==> src/rtl/wb_mem_arbiter.sv <==
// Two-master (instruction/data) to one-slave Wishbone B4 classic arbiter with
// round-robin tie breaking, whole-cycle bus lock and a per-transfer ack watchdog.
//
// state  | meaning
// IDLE   | no master owns the slave, all s_* outputs are 0
// GNT_I  | instruction port owns the slave while iwb_cyc_i is high
// GNT_D  | data port owns the slave while dwb_cyc_i is high
module wb_mem_arbiter #(
    parameter int ADDR_W  = 32,
    parameter int TIMEOUT = 255
) (
    input  logic              clk,
    input  logic              rst,
    input  logic [ADDR_W-1:0] iwb_adr_i,
    input  logic              iwb_cyc_i,
    input  logic              iwb_stb_i,
    output logic [31:0]       iwb_dat_o,
    output logic              iwb_ack_o,
    output logic              iwb_err_o,
    input  logic [ADDR_W-1:0] dwb_adr_i,
    input  logic [31:0]       dwb_dat_i,
    input  logic              dwb_we_i,
    input  logic [3:0]        dwb_sel_i,
    input  logic              dwb_cyc_i,
    input  logic              dwb_stb_i,
    output logic [31:0]       dwb_dat_o,
    output logic              dwb_ack_o,
    output logic              dwb_err_o,
    output logic [ADDR_W-1:0] s_adr_o,
    output logic [31:0]       s_dat_o,
    output logic              s_we_o,
    output logic [3:0]        s_sel_o,
    output logic              s_cyc_o,
    output logic              s_stb_o,
    input  logic [31:0]       s_dat_i,
    input  logic              s_ack_i,
    input  logic              s_err_i,
    output logic [1:0]        grant_o
);

    localparam logic [1:0] IDLE  = 2'b00;
    localparam logic [1:0] GNT_I = 2'b01;
    localparam logic [1:0] GNT_D = 2'b10;

    localparam logic [15:0] TO_LAST = (TIMEOUT == 0) ? 16'd0 : 16'(TIMEOUT - 1);
    localparam logic        TO_EN   = (TIMEOUT != 0);

    logic [1:0]  state_q, state_d;
    logic        last_d_q, last_d_d;
    logic [15:0] wd_cnt_q, wd_cnt_d;

    logic gnt_i, gnt_d, grant_chg, timeout_hit, ack_fwd, err_fwd;

    assign gnt_i = (state_q == GNT_I);
    assign gnt_d = (state_q == GNT_D);

    always_comb begin
        state_d = state_q;
        unique case (state_q)
            IDLE: begin
                if (iwb_cyc_i && dwb_cyc_i) state_d = last_d_q ? GNT_I : GNT_D;
                else if (iwb_cyc_i)         state_d = GNT_I;
                else if (dwb_cyc_i)         state_d = GNT_D;
            end
            GNT_I: begin
                if (!iwb_cyc_i) state_d = dwb_cyc_i ? GNT_D : IDLE;
            end
            GNT_D: begin
                if (!dwb_cyc_i) state_d = iwb_cyc_i ? GNT_I : IDLE;
            end
            default: state_d = IDLE;
        endcase
    end

    assign grant_chg = (state_d != state_q);

    always_comb begin
        last_d_d = last_d_q;
        if (grant_chg && state_d == GNT_D) last_d_d = 1'b1;
        if (grant_chg && state_d == GNT_I) last_d_d = 1'b0;
    end

    always_comb begin
        s_adr_o = '0;
        s_dat_o = '0;
        s_we_o  = 1'b0;
        s_sel_o = 4'h0;
        s_cyc_o = 1'b0;
        s_stb_o = 1'b0;
        if (gnt_i) begin
            s_adr_o = iwb_adr_i;
            s_sel_o = 4'hF;
            s_cyc_o = iwb_cyc_i;
            s_stb_o = iwb_stb_i;
        end else if (gnt_d) begin
            s_adr_o = dwb_adr_i;
            s_dat_o = dwb_dat_i;
            s_we_o  = dwb_we_i;
            s_sel_o = dwb_sel_i;
            s_cyc_o = dwb_cyc_i;
            s_stb_o = dwb_stb_i;
        end
    end

    // A real slave response always beats the watchdog; err beats ack.
    assign timeout_hit = TO_EN && s_stb_o && (wd_cnt_q == TO_LAST) && !s_ack_i && !s_err_i;
    assign err_fwd     = s_err_i || timeout_hit;
    assign ack_fwd     = s_ack_i && !s_err_i;

    always_comb begin
        wd_cnt_d = wd_cnt_q + 16'd1;
        if (!s_stb_o || s_ack_i || s_err_i || grant_chg || timeout_hit) wd_cnt_d = 16'd0;
    end

    assign iwb_ack_o = gnt_i && ack_fwd;
    assign iwb_err_o = gnt_i && err_fwd;
    assign dwb_ack_o = gnt_d && ack_fwd;
    assign dwb_err_o = gnt_d && err_fwd;

    // Read data is gated in IDLE so the whole interface is quiet right after reset.
    assign iwb_dat_o = (gnt_i || gnt_d) ? s_dat_i : 32'h0;
    assign dwb_dat_o = (gnt_i || gnt_d) ? s_dat_i : 32'h0;
    assign grant_o   = state_q;

    always_ff @(posedge clk) begin
        if (rst) begin
            state_q  <= IDLE;
            last_d_q <= 1'b0;
            wd_cnt_q <= 16'd0;
        end else begin
            state_q  <= state_d;
            last_d_q <= last_d_d;
            wd_cnt_q <= wd_cnt_d;
        end
    end

endmodule
==> config.mk <==
export PLATFORM = sky130hd
export DESIGN_NAME = wb_mem_arbiter
export DESIGN_NICKNAME = d
export VERILOG_FILES = /design/src/rtl/wb_mem_arbiter.sv
export SDC_FILE = /design/constraint.sdc
export NUM_CORES = 1
export LEC_CHECK = 0
export CORE_AREA = 2 2 108 110
export CTS_BUF_LIST = sky130_fd_sc_hd__clkbuf_4 sky130_fd_sc_hd__clkbuf_8
export DETAILED_ROUTE_END_ITERATION = 12
export DIE_AREA = 0 0 110 112
export PLACE_DENSITY = 0.77
export SYNTH_ARGS = -nofsm -noshare
export SYNTH_HDL_FRONTEND = slang
export SYNTH_SLANG_ARGS = --single-unit
==> constraint.sdc <==
create_clock -name clk -period 2.45 [get_ports clk]
set_input_delay 0.245 -clock clk [delete_from_list [all_inputs] [get_ports clk]]
set_output_delay 0.245 -clock clk [all_outputs]
set_load 0.005 [all_outputs]
Yosys cells after proc, flatten, opt, wreduce, memory -nomap -nowiden
Cells that the tools add are included.
- register bits after elaboration: 19
- input port bits: 141
- output and inout bits: 141
- word-level logic and storage cells: 55
- add/sub/neg operators: 1
- equality and inequality tests: 6
- multiplexer cells: 22
- reductions and logical operators: 23
- operators by type and width (cell ; count):
    $mux W32 ; 5
    $add A16 B1 Y16 const B ; 1
    $eq A16 B8 Y1 const B ; 1
    $mux W2 ; 7
    $logic_and A1 B1 Y1 ; 11
    $mux W4 ; 2
    $mux W1 ; 7
    $logic_or A1 B1 Y1 ; 6
    $pmux W2 S3 ; 1
    $eq A2 B1 Y1 const B ; 2
    $eq A2 B2 Y1 const B ; 2
    $reduce_or A2 Y1 ; 2
    $logic_not A1 Y1 ; 3
    $logic_not A2 Y1 ; 1
    $ne A2 B2 Y1 ; 1

Depth between registers and ports, before layout
Gate-level depths: netlist (run 1).
- depth in word-level cells: 9
- depth in mapped cells: 8
- mapped depth without buffers: 7

Worst setup path before layout (run 1)
OpenSTA, ideal clock, no wires.
- path type: reg2reg
- start point: register state_q[1] (netlist: grant_o[1])
- end point: register last_d_q
- library setup time: 0.119 ns
- arrival time: 1.719 ns
- required time: 2.331 ns
- path slack: 0.612 ns
- stages on the path, launching flop included: 8
- buffers on the path: 0
- period minus slack after synthesis: 1.838 ns
- cells stage by stage: dfxtp_1 -> inv_1 -> ha_1 -> a22oi_2 -> and3_4 -> mux2i_2 -> and3_1 -> o221a_1
- word-level cells in the longest chain between the ends: 7
- elaborated cells on any way between the ends: 15
- those cells by class: eq/ne (5); mux (6); reduce/logical (4)
- ends and longest elaborated chain (item ; line ; RTL):
    start, declared ; 48 ; logic [1:0] state_q, state_d;
    start signal, assigned ; 131 ; state_q <= state_d;
    $mux W2 ; 63 ; else if (dwb_cyc_i) state_d = GNT_D;
    $mux W2 ; 62 ; else if (iwb_cyc_i) state_d = GNT_I;
    $mux W2 ; 61 ; if (iwb_cyc_i && dwb_cyc_i) state_d = last_d_q ? GNT_I : GNT_D;
    $pmux W2 S3 ; 59 ; unique case (state_q)
    $ne A2 B2 Y1 / $eq A2 B1 Y1 (equally long branches) ; 75, 80 ;
    $logic_and A1 B1 Y1 ; 80 ; if (grant_chg && state_d == GNT_I) last_d_d = 1'b0;
    $reduce_or A2 Y1 (no source line) ; - ;
    end signal, assigned ; 132 ; last_d_q <= last_d_d;
    end, declared ; 49 ; logic last_d_q, last_d_d;
Parallel ways exist; a longest one is shown, timed or not.
A chain may end at the register's enable or synchronous reset.

Worst setup path in the final report (run 1)
- start point: register state_q[0] (netlist: grant_o[0])
- end point: output dwb_dat_o[0]
- word-level cells in the longest chain between the ends: 3
- elaborated cells on any way between the ends: 4
- those cells by class: eq/ne (2); mux (1); reduce/logical (1)
- ends and longest elaborated chain (item ; line ; RTL):
    $eq A2 B1 Y1 / $eq A2 B2 Y1 (equally long branches) ; 54, 55 ;
    $logic_or A1 B1 Y1 (*) ; 122 ; assign dwb_dat_o = (gnt_i || gnt_d) ? s_dat_i : 32'h0;
    $mux W32 (*) ; 122 ;
    end, declared ; 26 ; output logic [31:0] dwb_dat_o,
Every way passes the cells marked *; elsewhere a longest branch is shown, timed or not.

==> results.toml, run 1 <==
[setup_path]
end_kind = "primary output"
cp_max_fo = 32
r2r_setup_slack_ns = 0.21
rr_endpoint = "wd_cnt_q[14]$_SDFF_PP0_"
slowest_delay_ns = 0.53
arrival_ns = 2.08
critPathTopFamily = "buffers and inverters"
cp_slowest_cell = "clkdlybuf4s50_1"
crit_buf_inv = 3
critPathLaunchType = "register"
r2r_cells = 7
rr_startpoint = "grant_o[0]$_SDFF_PP0_"
crit_chain = "inv_2 > ha_1 > buf_6 > and2_1 > clkdlybuf4s50_1"
crit_type = "reg -> out"
crit_required_ns = 2.20

[floorplan]
fp.dieW_um = 110
die_h_um = 112
start_util_pct = 20.8
core_area_um2 = 11200
pin_count = 282
rows = 39
die_area_um2 = 12300

[grt]
grt.total_usage_pct = 15.7
first_global_vias = 3054
antenna_found_initial = 0
grt_max_degree = 56
grt_pass1_wl_mm = 15.5
gr-total-overflow = 0

[clock_tree]
clk_pin_slew_ns = 0.07
cts_tree = "yes"
clock_path_buffers = 2
clkLatencyLatePin_ns = 0.25
clkSinkCount = 19
cts_buffers = 3
cts-root-buf = "clkbuf_8"
cts_hold_buf = 0
htree_levels = 1

[synth]
synth_area_leader_cell = "and2_1"
synth_cell_types = 42
synth_edf_count = 0
synth.avg_cell_area_um2 = 6.63
synthCells = 351
synth_area_um2 = 2330
synth_seq_area_share_pct = 16.3
yosysTopAreaCellShare_pct = 18.0
ys_top_cells_by_area = "and2_1 (18%), dfxtp_1 (16%), nand2_1 (12%)"
synth_ff_type = "dfxtp_1"
synthTopCellsByCount = "nand2_1 (72), and2_1 (67), o21ai_0 (34), buf_4 (32), dfxtp_1 (19)"
synth_fp_nets = 498
yosysMostFrequentCell = "nand2_1"
ys_warn_count = 0
ys_ff_latch = 19
synth-async-reset-ratio_pct = 0

[sta]
post-route-period-util_pct = 94.8
fin_skew_ns = 0.000732
max_freq_mhz = 431
setup_viol = 0
hold_violations = 0
final.setup.tns_ns = 0
period_needed_ns = 2.32
drv_slew = 0
tightest_slew_ns = 0.413
timing.hold.ws_ns = 0.513
rsz0062_at_grt = "true"
slew_headroom_pct = 72.2

[detailed_routing]
wl_per_cell_um = 14.4
routed_wl_mm = 10.6
viasPerCell = 4.31
drtIter0Drc = 150
firstDrtPassIters = 4
via_count = 3166
ant_nets = 0
drc = 0

[power_and_ir_drop]
peakVddDrop_mv = 0.195
leakage_nw = 1.88
p_sw_mw = 0.709
p_int_mw = 1.46
comb_power_share_pct = 74.2
power.share.clock_pct = 10.5
cellPowerDensity_nw_per_um2 = 422
seq_power_share_pct = 15.3
swShare_pct = 32.6

[layout]
layout.cells.non_filler = 735
drive_above_1_share_pct = 5.91
antenna_cells = 0
areaGrowthSynthToFinish_pct = 121
num-fill-cells = 1073
fin_nets = 740

[min_path]
min_delay_worst_endpoint = "wd_cnt_q[0]$_SDFF_PP0_"
hp-class = "reg -> reg"
hold_depth = 1
hold_start = "wd_cnt_q[0]$_SDFF_PP0_"

[job]
cap_violations = 0

[place]
portBuffers = 281
place.gp.congestion = 0.852
dpl.hpwl_mm = 8.82
dp.cells = 730

[outcome]
status = "completed"
-- worst max path at each step --
| stage | start | to | slack [ns] | depth (start not counted) |
|---|---|---|---|---|
| after floorplan | grant_o[1]$_SDFF_PP0_ | last_d_q$_SDFFE_PP0P_ | 0.61 | 7 |
| after global placement | grant_o[0]$_SDFF_PP0_ | wd_cnt_q[15]$_SDFF_PP0_ | 0.31 | 7 |
| after detailed placement | grant_o[0]$_SDFF_PP0_ | wd_cnt_q[9]$_SDFF_PP0_ | 0.26 | 7 |
| after CTS | grant_o[0]$_SDFF_PP0_ | s_adr_o[2] | 0.02 | 5 |
| after global routing | grant_o[1]$_SDFF_PP0_ | iwb_err_o | 0.009 | 7 |
| final | grant_o[0]$_SDFF_PP0_ | dwb_dat_o[0] | 0.13 | 5 |
-- power groups by stage --
stage	logic (mW)	clock network, mW	registers [mW]
after floorplan	0.642	0	0.340
after global placement	1.58	0	0.338
after detailed placement	1.60	0	0.339
after CTS	1.61	0.231	0.332
after global routing	1.74	0.249	0.334
final	1.61	0.229	0.332
-- flip-flops by register name, indices dropped and copies added (netlist names) --
| signal | cells |
|---|---|
| last_d_q | 1 |
| grant_o | 2 |
| wd_cnt_q | 16 |
-- layout make-up --
class                           count  area, µm²  area share, %
Tap cell                          143        179           3.48
Sequential cell                    19        380           7.39
Clock buffer                        4       48.8          0.948
Timing Repair Buffer              289       2910           56.4
Inverter                            6       22.5          0.437
Multi-Input combinational cell    274       1610           31.3
-- worst register-to-register path: cells and delay by family, from the launching register on --
family / cells / cell delay [ns]
flip-flops: 1 / 0.45
adder cells (fa/ha/maj): 1 / 0.29
multiplexers: 1 / 0.33
AND/OR/NAND/NOR: 2 / 0.53
buffers and inverters: 1 / 0.23
AO/OA/AOI/OAI: 2 / 0.34
-- placed cells by master, fill, tap and decap left out, types with 7 or more instances in the layout --
cell and n:
and2_1 67, clkdlybuf4s50_1 279, dfxtp_1 19, nand2_1 72, nand3_1 7, nor2_1 14
nor2_2 10, o21ai_0 33, xnor2_1 9
-- routing by layer --
layer  routed length (µm)  global-route usage (%)  vias up
met4                  111                    1.94        0
met2                 5130                    27.7      135
met5                    0                       0        -
met1                 4350                    19.3     1429
li1                     -                       -     1592
met3                 1010                    4.22       10
-- repair_timing --
item                                    4_1_cts  5_1_grt
buffers inserted                              0        1
endpoints found under the setup margin        0      102
resized for setup                             0       11
-- stage by stage --
step / utilization [%] / power (mW) / worst slack [ns] / cell area (µm²)
after global routing: 46.1 / 2.32 / 0.00928 / 5150
after detailed placement: 45.3 / 1.94 / 0.264 / 5060
final: 46.1 / 2.17 / 0.128 / 5150
after floorplan: - / 0.982 / 0.612 / 2330
after global placement: 45.3 / 1.92 / 0.311 / 5060
after CTS: 45.7 / 2.18 / 0.0175 / 5110
-- cells by family after synthesis --
logic type | count (synthesis) | share of synthesized area (%)
and+or+nand+nor | 199 | 45.5
buffers and inverters | 58 | 15.2
AOI/OAI and AO/OA | 53 | 13.5
DFF | 19 | 16.3
xor gates and xnor gates | 14 | 5.27
adders and majority gates | 6 | 3.22
muxes | 2 | 1.02
Note: power is estimated with default switching activity, not from simulation.
==> inputs of run 2 (changes only) <==
Settings changed: PLACE_DENSITY 0.77 to not set, PLACE_DENSITY_LB_ADDON set to 0.3.
==> run 2 against run 1 <==
Effect of this change:
- cell count stayed put
- flip-flop and latch count stayed put
- clock skew hardly changed
- non-clock buffer count stayed put
- hold slack worse by 0.025 ns
- core utilization is 0.25 points lower
- cell area is 0.53% lower
- critical endpoint is now s_adr_o[31]
- highest routed layer unchanged
==> results.toml, run 2 (synthesized netlist as in run 1, its figures left out) <==
[outcome]
status = "completed"

[layout]
largest_reg_flops = 16
largest-register = "wd_cnt_q"
final_common_cell = "clkdlybuf4s50_1"
areaGrowthSynthToFinish_pct = 120
drive_above_1_share_pct = 5.41
layout.cells.non_filler = 735
fin_util_pct = 45.8
fin_nets = 740
antenna_cells = 0
final_cell_area_um2 = 5120
layout_common_cells = "clkdlybuf4s50_1 (281), nand2_1 (72), and2_1 (67)"

[power_and_ir_drop]
swShare_pct = 31.8
comb_power_share_pct = 74.1
p_int_mw = 1.45
seq_power_share_pct = 15.4
power.share.clock_pct = 10.6
peakVddDrop_mv = 0.266
p_sw_mw = 0.679
leakage_nw = 1.84
cellPowerDensity_nw_per_um2 = 416

[sta]
setup_viol = 0
max_freq_mhz = 436
tightest_slew_ns = 0.374
fin_skew_ns = 0.000761
hold_violations = 0
period_needed_ns = 2.29
final.setup.tns_ns = 0
slew_headroom_pct = 74.8
rsz0062_at_grt = "false"
drv_slew = 0
post-route-period-util_pct = 93.6

[detailed_routing]
wl_per_cell_um = 13.5
via_count = 3133
firstDrtPassIters = 4
routed_wl_mm = 9.91
drtIter0Drc = 116
ant_nets = 0
drc = 0
viasPerCell = 4.26

[clock_tree]
cts_hold_buf = 0
clkSinkCount = 19
clock_path_buffers = 2
clk_pin_slew_ns = 0.07
cts_buffers = 3
cts_tree = "yes"
clkLatencyLatePin_ns = 0.25
htree_levels = 1
cts-root-buf = "clkbuf_8"

[setup_path]
arrival_ns = 2.05
cp_max_fo = 34
end_kind = "primary output"
crit_type = "reg -> out"
crit_required_ns = 2.20
critPathLaunchType = "register"

[place]
dpl.hpwl_mm = 8.23
postPlaceCellArea_um2 = 5050
place.gp.congestion = 0.843
dp.cells = 731
portBuffers = 281

[grt]
first_global_vias = 3008
grt_max_degree = 46
grt.total_usage_pct = 14.6
grt_pass1_wl_mm = 14.5
gr-total-overflow = 0
antenna_found_initial = 0

[floorplan]
core_area_um2 = 11200
start_util_pct = 20.8
fp.dieW_um = 110
die_h_um = 112
rows = 39
pin_count = 282
die_area_um2 = 12300

[job]
cap_violations = 0

[min_path]
hp-class = "reg -> reg"
[run 2: changes by cell type in the layout (fill, tap and decap cells not counted), moves of 2 or more]
| cell | previous run | this run |
|---|---|---|
| ha_2 | 2 | 0 |
| dlymetal6s2s_1 | 2 | 0 |
| buf_4 | 4 | 7 |
| clkdlybuf4s50_1 | 279 | 281 |
[run 2: routing by layer]
layer | vias up | global-route usage (%) | part of all wire, %
li1 | 1588 | - | -
met1 | 1384 | 16.0 | 39
met2 | 147 | 27.8 | 50
met3 | 14 | 3.28 | 9.0
met4 | 0 | 3.04 | 1.6
met5 | - | 0 | 0
[run 2: final timing paths]
check                              start                       to  slack (ns)  depth (start not counted)
setup / recovery   grant_o[0]$_SDFF_PP0_              s_adr_o[31]        0.16                          6
hold / removal    wd_cnt_q[0]$_SDFF_PP0_   wd_cnt_q[0]$_SDFF_PP0_        0.49                          1
setup reg to reg   grant_o[0]$_SDFF_PP0_  wd_cnt_q[13]$_SDFF_PP0_        0.26                          8
hold reg to reg   wd_cnt_q[0]$_SDFF_PP0_   wd_cnt_q[0]$_SDFF_PP0_        0.49                          1
[run 2: timing repair]
action	4_1_cts	5_1_grt
buffers inserted	0	0
gates resized for setup	0	4
setup endpoints to repair	0	12
[run 2: per-stage QoR]
step	worst slack (ns)	power [mW]	hold WS (ns)
final	0.158	2.13	0.488
after global routing	0.0204	2.28	0.547
after CTS	0.0569	2.15	0.491
after detailed placement	0.233	1.92	0.475
after global placement	0.330	1.91	0.468
after floorplan	0.612	0.982	0.317
[run 2: layout make-up]
type	count	area [µm²]
flip-flops and latches	19	380
multi-input cells	274	1610
repair buffers	289	2880
well taps	143	179
inverters	6	22.5
fillers	1118	6050
clock buffers	4	48.8
[run 2: power groups by stage]
stage	Combinational, mW	Sequential [mW]	Clock (mW)
floorplan	0.642	0.340	0
global placement	1.57	0.335	0
detailed placement	1.59	0.335	0
CTS	1.60	0.328	0.229
global route	1.71	0.329	0.246
finish	1.58	0.328	0.225
[run 2: critical path, stage by stage, from the launching register on]
cell,delay (ns)
dfxtp_1,0.31
inv_1,0.11
ha_1,0.25
nor2b_1,0.15
buf_4,0.26
a22o_1,0.18
clkdlybuf4s50_1,0.53
==> RTL change 1, RTL diff (settings of run 1) <==
Set the parameter `ADDR_W` to 16 (it was 32).
--- a/src/rtl/wb_mem_arbiter.sv
+++ b/src/rtl/wb_mem_arbiter.sv
@@ -6,7 +6,7 @@
 // GNT_I  | instruction port owns the slave while iwb_cyc_i is high
 // GNT_D  | data port owns the slave while dwb_cyc_i is high
 module wb_mem_arbiter #(
-    parameter int ADDR_W  = 32,
+    parameter int ADDR_W  = 16,
     parameter int TIMEOUT = 255
 ) (
     input  logic              clk,
Interface: changed (resized dwb_adr_i, iwb_adr_i and s_adr_o); port bits go from 282 to 234. The function was not compared with the original's and may differ.
==> RTL change 1 against run 1 <==
- global-route usage is 2.9 points lower
- register-to-register slack better by 0.05 ns
- power is 7.1% higher
- sequential cell count stayed put
- sequential share of layout area is 1.2 points higher
- first-iteration DRC count is 38% lower
- largest power group unchanged
- wire length is 19% lower
- synthesized area is 10% lower
- highest routed layer unchanged
- clock power is 3% lower
- worst setup slack better by 0.014 ns
- maximum frequency is 0.59% higher
- combinational power is 9.9% higher
- critical endpoint is now s_dat_o[6]
- cell area is 14% lower
- core utilization is 6.4 points lower
==> RTL change 1: results <==
[synthesis]
yosysSeqAreaShare_pct = 18.24
yosys.cell_types.count = 43
ys_top_cells_by_count = "65 x and2_1, 43 x nand2_1, 33 x buf_4, 19 x dfxtp_1, 18 x o21ai_0"
synthesis.nets = 405
synthTopCellsByArea = "and2_1 19%, dfxtp_1 18%, buf_4 12%"

[layout]
nFillCells = 1116
nets = 604
drive_gt1_share_pct = 6.967

[pwr]
p_leak_nw = 1.601
worst_ir_drop_vdd_mv = 0.2363

[outcome]
outcome = "completed"

[route]
drt_iter0_markers = 93
routed_wl_um = 8633
viasPerCell = 4.241

[grt]
grt_usage_pct = 12.83
grt_pass1_wl_um = 12820
grt_pass1_vias = 2684
grt_max_degree = 35

[setup_path]
timing.rr.end = "wd_cnt_q[2]"
rrSetupSlack_ns = 0.26
crit_fanout = 17
rr_worst_depth = 6
worstPathArrival_ns = 2.06

[sta]
fmax_ghz = 0.4332
hold_ws_ns = 0.5127
skew_ns = 0.001182

[place]
placement.io_buffers = 233
dp_hpwl_um = 7108

[cts]
htreeDepth = 1
## RTL change 1: what timing repair did
item                       CTS  global route
setup endpoints to repair   36            37
resized for setup            4            10
hold buffers                 0             0
gates cloned                 0             1
buffers inserted             0             0
## RTL change 1: how the worst min path moves through the flow
stage,end,cells after the start
after detailed placement,wd_cnt_q[0],1
after floorplan,grant_o[0],1
after CTS,wd_cnt_q[0],1
after global placement,wd_cnt_q[0],1
final,wd_cnt_q[0],1
after global routing,wd_cnt_q[0],1
## RTL change 1: logic make-up after synthesis
kind of cell,share of synthesized area [%]
simple gates,45.35
buf+inv,15.66
compound gates,11.28
flops,18.24
xor+xnor,5.879
fa+ha+maj,3.599
## RTL change 1: critical path, stage by stage (launching register included)
cell and delay (ns):
dfxtp_2 0.37, inv_2 0.11, ha_2 0.26, nor2b_4 0.20, buf_4 0.20, and2_1 0.15, clkdlybuf4s50_1 0.51
## RTL change 1: cell type report
type	count	share of cell area [%]
repair buffers	241	54.28
well taps	143	4.041
flip-flops and latches	19	8.618
clock buffers	4	1.102
multi-input cells	220	31.62
inverters	4	0.3391
## RTL change 1: per-stage QoR
stage               util (%)  instance area (sq um)  instances
floorplan                  -                   2086        290
global placement       38.82                   4338        626
detailed placement     38.82                   4338        626
CTS                    39.35                   4397        630
global route           39.63                   4428        631
finish                 39.63                   4428        631
## RTL change 1: per-layer routing
layer | global-route usage (%) | part of all wire, % | vias to the layer above
met1 | 13.52 | 36 | 1216
met2 | 24.58 | 52 | 126
met4 | 2.700 | 0.95 | 0
met3 | 3.689 | 11 | 6
li1 | - | - | 1328
met5 | 0 | 0 | -
## RTL change 1: report_power, final
group          internal [W]  total [W]  switching [W]
Clock              0.000126   0.000223      0.0000968
Sequential         0.000324   0.000339      0.0000151
Combinational       0.00110    0.00177       0.000667
Total               0.00155    0.00233       0.000779
==> RTL change 2, RTL diff (config.mk and constraints of run 1) <==
Without the edit above. Register the outputs `iwb_err_o` and `dwb_err_o`, cleared by the reset; this adds one clock of latency there. The other outputs are not delayed to match.
--- a/src/rtl/wb_mem_arbiter.sv
+++ b/src/rtl/wb_mem_arbiter.sv
@@ -113,9 +113,16 @@
     end
 
     assign iwb_ack_o = gnt_i && ack_fwd;
-    assign iwb_err_o = gnt_i && err_fwd;
     assign dwb_ack_o = gnt_d && ack_fwd;
-    assign dwb_err_o = gnt_d && err_fwd;
+    always_ff @(posedge clk) begin
+        if (rst) begin
+            iwb_err_o <= '0;
+            dwb_err_o <= '0;
+        end else begin
+            iwb_err_o <= gnt_i && err_fwd;
+            dwb_err_o <= gnt_d && err_fwd;
+        end
+    end
 
     // Read data is gated in IDLE so the whole interface is quiet right after reset.
     assign iwb_dat_o = (gnt_i || gnt_d) ? s_dat_i : 32'h0;
Behaviour: not the same (a bounded check fails within 4 cycles, from zero or initial values and one cycle with rst high).
==> RTL change 2 against run 1 <==
- wire length grew 16%
- power grew 13%
- combinational power grew 16%
- hold slack lost 0.044 ns
- synthesized area grew 0.16%
- cell area shrank 0.49%
- clock skew grew 0.00062 ns
- worst setup slack lost 0.054 ns
- sequential cell count grew 2
- global-route usage grew 3.2 points
- die area is the same
- critical endpoint is now s_dat_o[13]
==> RTL change 2: results <==
[pwr]
p_leak_nw = 1.870
switchingPower_w = 0.0008538
p_comb_w = 0.00186
worst_ir_drop_vdd_mv = 0.2828
p_seq_w = 0.000367
cellPowerDensity_nw_per_um2 = 479.8

[synthesis]
yosys_warnings = 0
async_flop_share_pct = 0
yosys.cell_types.count = 41
synthesis.nets = 500
netlist_instances = 353
ys_top_cells_by_count = "75 x nand2_1, 68 x and2_1, 36 x o21ai_0, 32 x buf_4"
yosysTopAreaCell = "and2_1"
yosysSeqAreaShare_pct = 18.03
synthTopCellsByArea = "and2_1 18%, dfxtp_1 18%, nand2_1 12%"

[setup_path]
rr_worst_depth = 7
cp-endpoint = "s_dat_o[13]"
crit_start = "grant_o[0]"
timing.rr.end = "wd_cnt_q[3]"
rrSetupSlack_ns = 0.30
crit_fanout = 34
worstPathArrival_ns = 2.13
r2r_start = "grant_o[1]"

[grt]
grt_usage_pct = 18.88
grt_pass1_wl_um = 17830
grt_max_degree = 70
antenna_found_initial = 6
grt_pass1_vias = 3201

[place]
gp_congestion = 0.8647
dp_cells = 732
dp_hpwl_um = 10300

[sta]
max-slew-margin-rel_pct = 72.05
skew_ns = 0.001356

[layout]
nets = 741
drive_gt1_share_pct = 3.710

[route]
drt_iter0_markers = 140
viasPerCell = 4.391
routed_wl_um = 12330
drt-wirelength-per-cell_um = 16.74

[worst_hold_path]
worstHoldStart = "wd_cnt_q[0]"

[outcome]
outcome = "completed"

[cts]
cts_setup_buffers = 0
-- RTL change 2: changes by cell type after synthesis, moves of 3 or more --
cell / change
nand2_1: +3
nor2_2: -10
nor2_1: +7
clkbuf_1: +3
-- RTL change 2: routing by layer --
metal  share of wire (%)  track usage (%)  vias up
li1                    -                -     1599
met1                  39            22.70     1449
met2                  48            31.17      155
met3                  11            7.845       27
met4                 2.1            4.135        6
met5                0.30                0        -
-- RTL change 2: timing repair --
action	4_1_cts	5_1_grt
setup endpoints to repair	9	46
gates resized for setup	1	2
cloned	0	0
-- RTL change 2: through the flow --
stage	worst slack, ns	hold WS, ns	area, sq um
2_1_floorplan	0.1711	0.3166	2332
3_3_place_gp	0.1847	0.4442	5065
3_5_place_dp	0.05639	0.4552	5065
4_1_cts	0.04935	0.4752	5114
5_1_grt	-0.02164	0.5012	5121
6_report	0.07378	0.4691	5124
-- RTL change 2: cells by family after synthesis --
logic type               synth area share, %
flip-flops                             18.03
XOR/XNOR                               5.258
buffers and inverters                  16.52
AO/OA/AOI/OAI                          14.43
adder cells (fa/ha/maj)                3.219
AND/OR/NAND/NOR                        42.54
-- RTL change 2: layout make-up --
| type | count | area (sq um) |
|---|---|---|
| Fill cell | 1087 | 6051 |
| Timing Repair Buffer | 290 | 2922 |
| Multi-Input combinational cell | 273 | 1535 |
| Sequential cell | 21 | 420.4 |
| Tap cell | 143 | 178.9 |
| Clock buffer | 3 | 41.29 |
| Inverter | 5 | 18.77 |
| Clock inverter | 1 | 5.005 |
| Antenna cell | 1 | 2.502 |
-- RTL change 2: worst max-delay path: stages (launching register included) --
cell and delay, ns:
dfxtp_1 0.34, inv_1 0.09, ha_2 0.29, nor2b_1 0.19, buf_6 0.23, and2_1 0.17
clkdlybuf4s50_1 0.56
